===== src/rtl/counter_pkg.sv =====
// Shared constants for the up/down modulo-N counter family.
package counter_pkg;

   localparam logic DIR_UP        = 1'b0;
   localparam logic DIR_DOWN      = 1'b1;
   localparam int   DEFAULT_WIDTH = 4;

endpackage


===== src/rtl/counter_next_value.sv =====
// Combinational successor logic: free-run next value, terminal detect and
// out-of-range detect for the current count against the terminal value M.
module counter_next_value
   import counter_pkg::*;
#(
   parameter int WIDTH = DEFAULT_WIDTH
) (
   input  logic [WIDTH-1:0] out,
   input  logic [WIDTH-1:0] mod_value,
   input  logic             down,
   output logic [WIDTH-1:0] next,
   output logic             at_end,
   output logic             out_of_range
);

   // Wrap is decided by comparing against M, never by natural 2**WIDTH rollover;
   // an out-of-range count snaps to the start value of the current direction.
   always_comb begin
      out_of_range = (out > mod_value);
      at_end       = 1'b0;
      next         = out;
      if (down == DIR_DOWN) begin
         at_end = (out == '0);
         if (out_of_range || at_end)
            next = mod_value;
         else
            next = out - WIDTH'(1);
      end else begin
         at_end = (out == mod_value);
         if (out_of_range || at_end)
            next = '0;
         else
            next = out + WIDTH'(1);
      end
   end

endmodule


===== src/rtl/counter_updown_mod_n.sv =====
// Synchronous up/down modulo-N counter with enable, parallel load,
// one-shot/free-run mode and cascade carry.
module counter_updown_mod_n
   import counter_pkg::*;
#(
   parameter int WIDTH     = DEFAULT_WIDTH,
   parameter int RESET_VAL = 0
) (
   input  logic             clk,
   input  logic             reset,
   input  logic             enable,
   input  logic             down,
   input  logic             oneshot,
   input  logic             load,
   input  logic [WIDTH-1:0] load_value,
   input  logic [WIDTH-1:0] mod_value,
   output logic [WIDTH-1:0] out,
   output logic             loop_start,
   output logic             loop_end,
   output logic             carry_out,
   output logic             done
);

   localparam logic [WIDTH-1:0] RESET_OUT = WIDTH'(RESET_VAL);

   logic [WIDTH-1:0] next_val;
   logic             at_end;
   logic             out_of_range;

   counter_next_value #(
      .WIDTH(WIDTH)
   ) u_next (
      .out          (out),
      .mod_value    (mod_value),
      .down         (down),
      .next         (next_val),
      .at_end       (at_end),
      .out_of_range (out_of_range)
   );

   // Priority: reset > load > step > hold. A one-shot counter at its end value
   // freezes and raises done; only load or reset releases it.
   always_ff @(posedge clk) begin
      if (reset) begin
         out  <= RESET_OUT;
         done <= 1'b0;
      end else if (load) begin
         out  <= load_value;
         done <= 1'b0;
      end else if (enable && !done) begin
         if (at_end && oneshot && !out_of_range)
            done <= 1'b1;
         else
            out <= next_val;
      end
   end

   assign loop_end   = at_end;
   assign loop_start = (down == DIR_UP) ? (out == '0) : (out == mod_value);
   assign carry_out  = at_end & enable & ~done & ~load;

endmodule


===== config.mk =====
export PLATFORM = sky130hd
export DESIGN_NAME = counter_updown_mod_n
export DESIGN_NICKNAME = d
export VERILOG_FILES = /design/src/rtl/counter_pkg.sv /design/src/rtl/counter_next_value.sv /design/src/rtl/counter_updown_mod_n.sv
export SDC_FILE = /design/constraint.sdc
export NUM_CORES = 1
export LEC_CHECK = 0
export ABC_CLOCK_PERIOD_IN_PS = 2100
export BUFFER_PORTS_ARGS = -buffer_cell sky130_fd_sc_hd__buf_2
export CAP_MARGIN = 20
export CELL_PAD_IN_SITES_DETAIL_PLACEMENT = 0
export CELL_PAD_IN_SITES_GLOBAL_PLACEMENT = 1
export CORE_ASPECT_RATIO = 1.25
export CORE_MARGIN = 2
export CORE_UTILIZATION = 32
export CTS_BUF_LIST = sky130_fd_sc_hd__clkbuf_4
export CTS_CLUSTER_DIAMETER = 40
export DETAILED_ROUTE_END_ITERATION = 8
export GPL_ROUTABILITY_DRIVEN = 0
export PLACE_DENSITY_LB_ADDON = 0.1
export SYNTH_ARGS = -nofsm -noshare
export SYNTH_HDL_FRONTEND = slang
export SYNTH_SLANG_ARGS = --single-unit

===== constraint.sdc =====
create_clock -name clk -period 2.1 [get_ports clk]
set_clock_uncertainty 0.1 [all_clocks]
set_input_delay 0.315 -clock clk [delete_from_list [all_inputs] [get_ports clk]]
set_output_delay 0.315 -clock clk [all_outputs]
set_load 0.005 [all_outputs]

### Word-level counts from Yosys, hierarchy flattened

Cells that the tools add are included.

* bits in registers: 5
* input bits: 14
* word-level logic and storage cells: 32
* output and inout bits: 8

* equal/unequal tests: 2
* magnitude comparators: 1
* reduce and logical (&&, ||, !) cells: 12
* add/sub/neg operators: 2
* bitwise gates (word level): 5
* mux-type cells: 8

Operators by type and width (number)
* $mux 4: 6
* $add 4x1->4 const B: 1
* $eq 4x4->1: 1
* $gt 4x4->1: 1
* $logic_not 4->1: 1
* $reduce_and 2->1: 2
* $sub 4x1->4 const B: 1
* $and 1x1->1: 3
* $logic_and 1x1->1: 3
* $logic_not 1->1: 2
* $logic_or 1x1->1: 2
* $mux 1: 2
* $ne 2x2->1 const B: 1
* $not 1->1: 2
* $reduce_bool 2->1: 1
* $reduce_or 2->1: 1

### Logic depth before layout (Yosys ltp)

Gate-level depths: netlist of the first run.

* depth after elaboration: 7
* mapped depth: 9

### Modules after synthesis

Synthesis of the first run repeated with hierarchy kept, for this count alone.

* cells, all modules: 72
* area, all modules: 628.1 um^2

By module, submodules not included
* counter_updown_mod_n: sequential area each 100.1 um^2, cells an instance 34, times used 1, area an instance 324.1 um^2
* counter_next_value: sequential area each 0.0 um^2, cells an instance 38, times used 1, area an instance 304.0 um^2

### Worst setup path before layout of the first run

No wires, ideal clock.

* kind: reg-to-reg
* from: reg out[0]
* to: reg out[1]
* data required time: 1.862 ns
* arrival time: 2.018 ns
* stages on the path, launching flop included: 10
* path slack: -0.156 ns
* setup time: 0.138 ns
* clock period less this slack: 2.256 ns
* cells stage by stage: dfxtp_1 > inv_1 > ha_1 > and4_1 > clkbuf_1 > and2_4 > a31o_4 > mux2i_1 > a2111oi_1 > a2111oi_1

* cells in the longest elaborated chain, start to end: 7

Ends and longest elaborated chain
* start, declared: line counter_updown_mod_n.sv:17 `output logic [WIDTH-1:0] out,`
* start signal, assigned: line counter_updown_mod_n.sv:48 `out <= load_value;`
* start signal, assigned: line counter_updown_mod_n.sv:54 `out <= next_val;`
* $gt 4x4->1, or another cell as far along: line counter_next_value.sv:19 `out_of_range = (out > mod_value);`
* $logic_or 1x1->1 (on tied branches): line counter_next_value.sv:30, counter_next_value.sv:24
* $mux 4 (on tied branches): line counter_next_value.sv:30, counter_next_value.sv:24
* $mux 4: line counter_next_value.sv:22 `if (down == DIR_DOWN) begin`
* $mux 4: line counter_updown_mod_n.sv:51 `if (at_end && oneshot && !out_of_range)`
* $mux 4: line counter_updown_mod_n.sv:50 `end else if (enable && !done) begin`
* $mux 4: line counter_updown_mod_n.sv:47 `end else if (load) begin`

Parallel ways exist; a longest one is shown, timed or not. The select of a mux whose other input is x is not followed.
A chain may end at the register's enable or synchronous reset.

### Worst setup path after layout of the first run

* from: reg out[1]
* to: reg out[2]

The elaborated chain is that of the path after synthesis.

==> results of run 1 <==
[metrics by stage]
step           setup WS, ns  power, mW
3_3_place_gp         -0.170      0.353
2_1_floorplan       -0.0235      0.249
6_report            0.00754      0.541
5_1_grt             -0.0718      0.585
3_5_place_dp         -0.169      0.353
4_1_cts             -0.0370      0.512
[synth_stat cells, types with 2 or more instances]
cell type	number
a21boi_0	2
a21oi_1	2
inv_1	6
o221ai_1	2
nor3_1	6
clkbuf_1	2
ha_1	6
nor2b_1	4
nor2_1	3
dfxtp_1	5
nand2_1	7
o21ai_0	3
xnor2_1	3
a2111oi_1	3
[flip-flops by register name, summed over array words and instances, names as in the netlist]
| register | count |
|---|---|
| done | 1 |
| out | 4 |
[area by class of cell]
cell class	instances	area share, %
tap	19	2.37
timing repair buffer	46	30.0
inverter	6	2.25
multi-input combinational	60	51.9
clock buffer	4	3.00
sequential	5	10.5
[logic make-up (layout without fill, tap and decap cells)]
group,count (synthesis),in the layout,share of synthesized area (%)
mux,1,1,1.69
buf+inv,9,56,5.93
flops,5,5,16.9
compound gates,21,21,29.7
simple gates,28,28,27.1
xor+xnor,4,4,5.93
fa+ha+maj,6,6,12.7
[where the power goes]
group / total (mW) / internal (mW) / switching, mW
logic: 0.305 / 0.173 / 0.132
clock network: 0.121 / 0.0846 / 0.0369
registers: 0.114 / 0.105 / 0.00904
[worst max-delay path by stage]
stage | from | endpoint | slack (ns) | depth (start not counted)
2_1_floorplan | out[0] | out[1] | -0.02 | 9
3_3_place_gp | mod_value[3] | out[1] | -0.17 | 9
3_5_place_dp | mod_value[1] | out[2] | -0.17 | 9
4_1_cts | out[0] | out[1] | -0.04 | 8
5_1_grt | out[0] | out[3] | -0.07 | 7
6_report | out[1] | out[2] | 0.008 | 8
[routing by layer]
metal	vias to the layer above	GRT usage (%)	wire, um	share of wire [%]
met3	0	2.08	35	2.0
met1	332	20.3	804	47
met2	9	32.1	875	51
li1	369	-	-	-
met5	-	0	0	0
met4	0	4.69	0	0
[worst max-delay path, stage by stage, from the launching register on]
cell and delay [ns]:
dfxtp_2 0.34, ha_4 0.27, nor2b_1 0.16, o211ai_2 0.14, a31o_1 0.28, a21bo_2 0.23, buf_4 0.14, a2111o_1 0.28
o221ai_1 0.07
[repair_timing]
item	CTS	global route
resized for setup	12	6
endpoints found under the setup margin	6	5
pin swaps	3	3
buffers inserted	3	4
cloned	0	0
==> results.cfg, run 1 <==
[layout]
n_fill_cell = 181
layoutNonFillerInstCount = 140
final_area_um2 = 1000
multiInputGateArea_um2 = 520
nets = 142
final_util_pct = 57.5
syn_to_final_growth_pct = 69.7
layout_common_cells = buf_4 (23), buf_2 (21), nand2_1 (7), nor3_1 (6)
seq_area_um2 = 105
layout-drive-gt1-share_pct = 58.7
final_common_cell = buf_4
n_antenna_cell = 0

[routing]
vias_per_cell = 5.07
drt-initial-drc-count = 1
drtAntennaViolNets = 0
dr.pass1.iters = 2
route.detailed.drc = 0
routedWlPerCell_um = 12.2
drt_wl_total_mm = 1.71
dr_total_vias = 710

[synth]
ys_warn_count = 0
synth.distinct_cells = 34
synthTopCellsByArea = dfxtp_1 (17%), ha_1 (13%), a2111oi_1 (5.1%), nor3_1 (5.1%), nand2_1 (4.4%)
synth_flop_cell = dfxtp_1
syn_inst = 74
seq_area_frac_synth_pct = 16.9
synth_top_area_cell = dfxtp_1
synthesis.area_um2 = 591
synth-edff-count = 0
syn-num-nets = 94
synthArstFlopShare_pct = 0
synth_seq_cells = 5
yosys.area.top_type_share_pct = 16.9
syn-mean-instance-area_um2 = 7.98

[placed_design]
dp.cells = 129
dpl.hpwl_mm = 1.29
post_dp_cell_area_um2 = 847
io_buffers = 21

[cts]
cts_root_buf = clkbuf_4
cts_hold_buf = 0
cts-htree-levels = 1
clockBufferDepth = 2
clock_sinks = 5
insertion_delay_ns = 0.24
clkTransAtPathRegs_ns = 0.04
tritoncts = done
numCtsBuffers = 3

[die]
die_area_um2 = 2210
die_h_um = 52.0
start_util_pct = 33.9
core_area_um2 = 1740
rows = 17
ios = 22
die_x_um = 42.4

[sta]
hold_viol_final = 0
fin_crit_sh_pct = 99.6
rsz0062_at_grt = yes
hold_ws_ns = 0.233
slew_headroom_pct = 80.3
worst_slew_pin_slew_ns = 0.295
fmax_ghz = 0.478
final-max-slew-violation-count = 0
setup_violations = 0
min_period_ns = 2.09
setup_tns_ns = 0

[worst_hold_path]
whs_path_depth = 3
holdPathEnd = out[0]
hp-start = load_value[0]
hold_path.class = in -> reg

[global_route]
grt_use_total_pct = 17.1
grt_pass1_wl_mm = 2.93
overflow = 0
grt_start_max_net_pins = 14
antenna_found_initial = 0
first_global_vias = 692

[worst_setup_path]
worstPathRequired_ns = 2.15
critPathCaptureType = flop
cp.arrival_ns = 2.15
start_kind = flop
path_max_fanout = 4
r2r_slack_ns = 0.008
critPathKind = reg -> reg
reg2reg_to = out[2]
reg2reg_depth = 8
reg2reg_from = out[1]

[status]
status = finished, final reports clean

[pwr]
vdd_ir_drop_max_v = 0.000387
pwr_density_cell_nw_per_um2 = 540
leakagePower_nw = 0.479

[job]
cap_viol_max_count = 0
No activity file was read; power rests on OpenSTA's default activity.
==> inputs of run 2 (changes only) <==
--- a/config.mk
+++ b/config.mk
@@ -5,14 +5,14 @@
 export SDC_FILE = /design/constraint.sdc
 export NUM_CORES = 1
 export LEC_CHECK = 0
-export ABC_CLOCK_PERIOD_IN_PS = 2100
+export ABC_AREA = 1
 export BUFFER_PORTS_ARGS = -buffer_cell sky130_fd_sc_hd__buf_2
 export CAP_MARGIN = 20
 export CELL_PAD_IN_SITES_DETAIL_PLACEMENT = 0
 export CELL_PAD_IN_SITES_GLOBAL_PLACEMENT = 1
 export CORE_ASPECT_RATIO = 1.25
 export CORE_MARGIN = 2
-export CORE_UTILIZATION = 32
+export CORE_UTILIZATION = 30
 export CTS_BUF_LIST = sky130_fd_sc_hd__clkbuf_4
 export CTS_CLUSTER_DIAMETER = 40
 export DETAILED_ROUTE_END_ITERATION = 8
==> run 2 against run 1 <==
  * Clock power grew 6%
  * Critical path depth grew 1
  * Combinational power shrank 16%
  * Sequential power shrank 4%
  * First-iteration DRC count grew to 11 times the previous value
==> results.cfg, run 2 <==
[pwr]
internal_power_mw = 0.296
power.switching_mw = 0.198
leakagePower_nw = 0.478
combinationalPowerShare_pct = 52.0
power_frac_clock_pct = 25.8
p_seq_share_pct = 22.2
pwr_density_cell_nw_per_um2 = 574
swShare_pct = 40.0
vdd_ir_drop_max_v = 0.000230

[cts]
cts-htree-levels = 1
numCtsBuffers = 3
clockBufferDepth = 2
clock_sinks = 5
clkTransAtPathRegs_ns = 0.05
tritoncts = done
insertion_delay_ns = 0.24
cts_root_buf = clkbuf_4
cts_hold_buf = 0

[synth]
syn-num-nets = 130
synth-edff-count = 0
seq_area_frac_synth_pct = 15.3
synth_flop_cell = dfxtp_1
synth_top_area_cell = nand2_1
synthTopCellsByCount = nand2_1 (32), nor2_1 (19), inv_1 (14)
ys_warn_count = 0
synthTopCellsByArea = nand2_1 (18%), dfxtp_1 (15%), ha_1 (11%), nor2_1 (11%), inv_1 (8.0%)
yosys.area.top_type_share_pct = 18.4
synth_seq_cells = 5
syn-mean-instance-area_um2 = 5.95
synth.distinct_cells = 24
synthesis.area_um2 = 654
syn_inst = 110
synthArstFlopShare_pct = 0
synth_most_common_cell = nand2_1

[worst_hold_path]
holdPathEnd = out[0]
hp-start = reset
whs_path_depth = 2
hold_path.class = in -> reg

[layout]
max_flop_register = out
n_fill_cell = 234
final_common_cell = nand2_1
syn_to_final_growth_pct = 31.5
reg_top3 = out (4), done (1)
layout-drive-gt1-share_pct = 32.4
n_antenna_cell = 0
largest_reg_flops = 4
layout_common_cells = nand2_1 (29), buf_2 (21), nor2_1 (19), inv_1 (14), nand3_1 (7)
nets = 160
multiInputGateArea_um2 = 507
final_area_um2 = 861
seq_area_um2 = 100

[sta]
min_period_ns = 1.93
fmax_ghz = 0.518
setup_violations = 0
setup_tns_ns = 0
worst_slack_ns = 0.171
final-max-slew-violation-count = 0
worst_slew_pin_slew_ns = 0.215
hold_viol_final = 0
slew_headroom_pct = 85.6
fin_crit_sh_pct = 91.8

[worst_setup_path]
reg2reg_depth = 11
start_kind = flop
critPathCaptureType = primary output
critical_path_depth = 9
crit_top_cell = nand2_2
reg2reg_from = out[0]
max_stage_delay_ns = 0.32
critPathTopFamily = simple AND/OR/NAND/NOR gates
critPathBufInv = 2
cpMaxStageDelayCell = dfxtp_1
r2r_slack_ns = 0.37
critPathKind = reg -> out
path_max_fanout = 4
cp.arrival_ns = 1.51
worstPathRequired_ns = 1.68
cp_cell_sequence = inv_1 > ha_4 > nand2_2 > nor2_4 > nand2_2 > nand2_2 > nand2_1 > nor2_1 > buf_2
reg2reg_to = out[2]

[routing]
route.detailed.drc = 0
drt-initial-drc-count = 11
vias_per_cell = 4.48
dr.pass1.iters = 4
drt_wl_total_mm = 1.70
drtAntennaViolNets = 0
dr_total_vias = 713
routedWlPerCell_um = 10.7

[job]
cap_viol_max_count = 0

[global_route]
overflow = 0
first_global_vias = 637
grt_pass1_wl_mm = 2.71
grt_start_max_net_pins = 8
antenna_found_initial = 0
grt_use_total_pct = 13.9

[die]
die_x_um = 45.8
core_area_um2 = 2030
ios = 22
rows = 18
start_util_pct = 32.3
die_h_um = 56.2
die_area_um2 = 2570

[placed_design]
dpl.hpwl_mm = 1.38
post_dp_cell_area_um2 = 803
io_buffers = 21
post-place-ws_ns = 0.270

[status]
status = finished, final reports clean
run 2: changes by cell type after synthesis, sizes merged, moves of 3 or more:
cell,change
a21oi,+4
a2111oi,-3
nor2b,-4
nor3,-6
inv,+9
nand2,+29
nor2,+18
nand3,+8
run 2: what timing repair did:
action / in CTS / in global routing
gates resized for setup: 0 / 4
setup endpoints to repair: 0 / 1
buffers inserted: 0 / 1
run 2: final cells by class:
| type | instances | share of cell area (%) |
|---|---|---|
| Clock buffer | 4 | 3.49 |
| Inverter | 15 | 6.54 |
| Multi-Input combinational cell | 89 | 58.9 |
| Sequential cell | 5 | 11.6 |
| Tap cell | 20 | 2.91 |
| Timing Repair Buffer | 26 | 16.6 |
run 2: how the worst max path moves through the flow:
stage                       from        end  slack [ns]
CTS                       out[0]  carry_out        0.12
floorplan                 out[0]     out[2]        0.37
global route              out[0]  carry_out     -0.0005
global placement    mod_value[1]     out[2]        0.28
finish                    out[0]  carry_out        0.17
detailed placement  mod_value[1]     out[2]        0.27
run 2: power groups by stage:
stage	Clock [mW]	Sequential [mW]	Combinational (mW)
after floorplan	0	0.119	0.166
after global placement	0	0.112	0.248
after detailed placement	0	0.111	0.249
after CTS	0.131	0.109	0.250
after global routing	0.137	0.110	0.297
final	0.128	0.110	0.257
run 2: kinds of logic (layout without fill, tap and decap cells):
logic type      count (synthesis)  after routing  share of synthesized area (%)
simple gates                   69             69                           48.8
fa+ha+maj                       6              6                           11.5
flops                           5              5                           15.3
xor+xnor                        3              3                           4.02
compound gates                 11             11                           10.1
buf+inv                        16             45                           10.3
run 2: routing by layer:
metal,GRT usage [%],wire length [um]
met2,21.3,809
met3,0.974,65
met5,0,0
met1,19.4,811
met4,6.12,13
run 2: per-stage QoR:
step                      std cells  util [%]  power (mW)  hold WS (ns)
after detailed placement        154      39.6       0.360         0.408
after global routing            159      42.5       0.545         0.206
final                           159      42.5       0.494         0.198
after floorplan                 110         -       0.285         0.284
after global placement          154      39.6       0.360         0.399
after CTS                       158      41.1       0.490         0.202
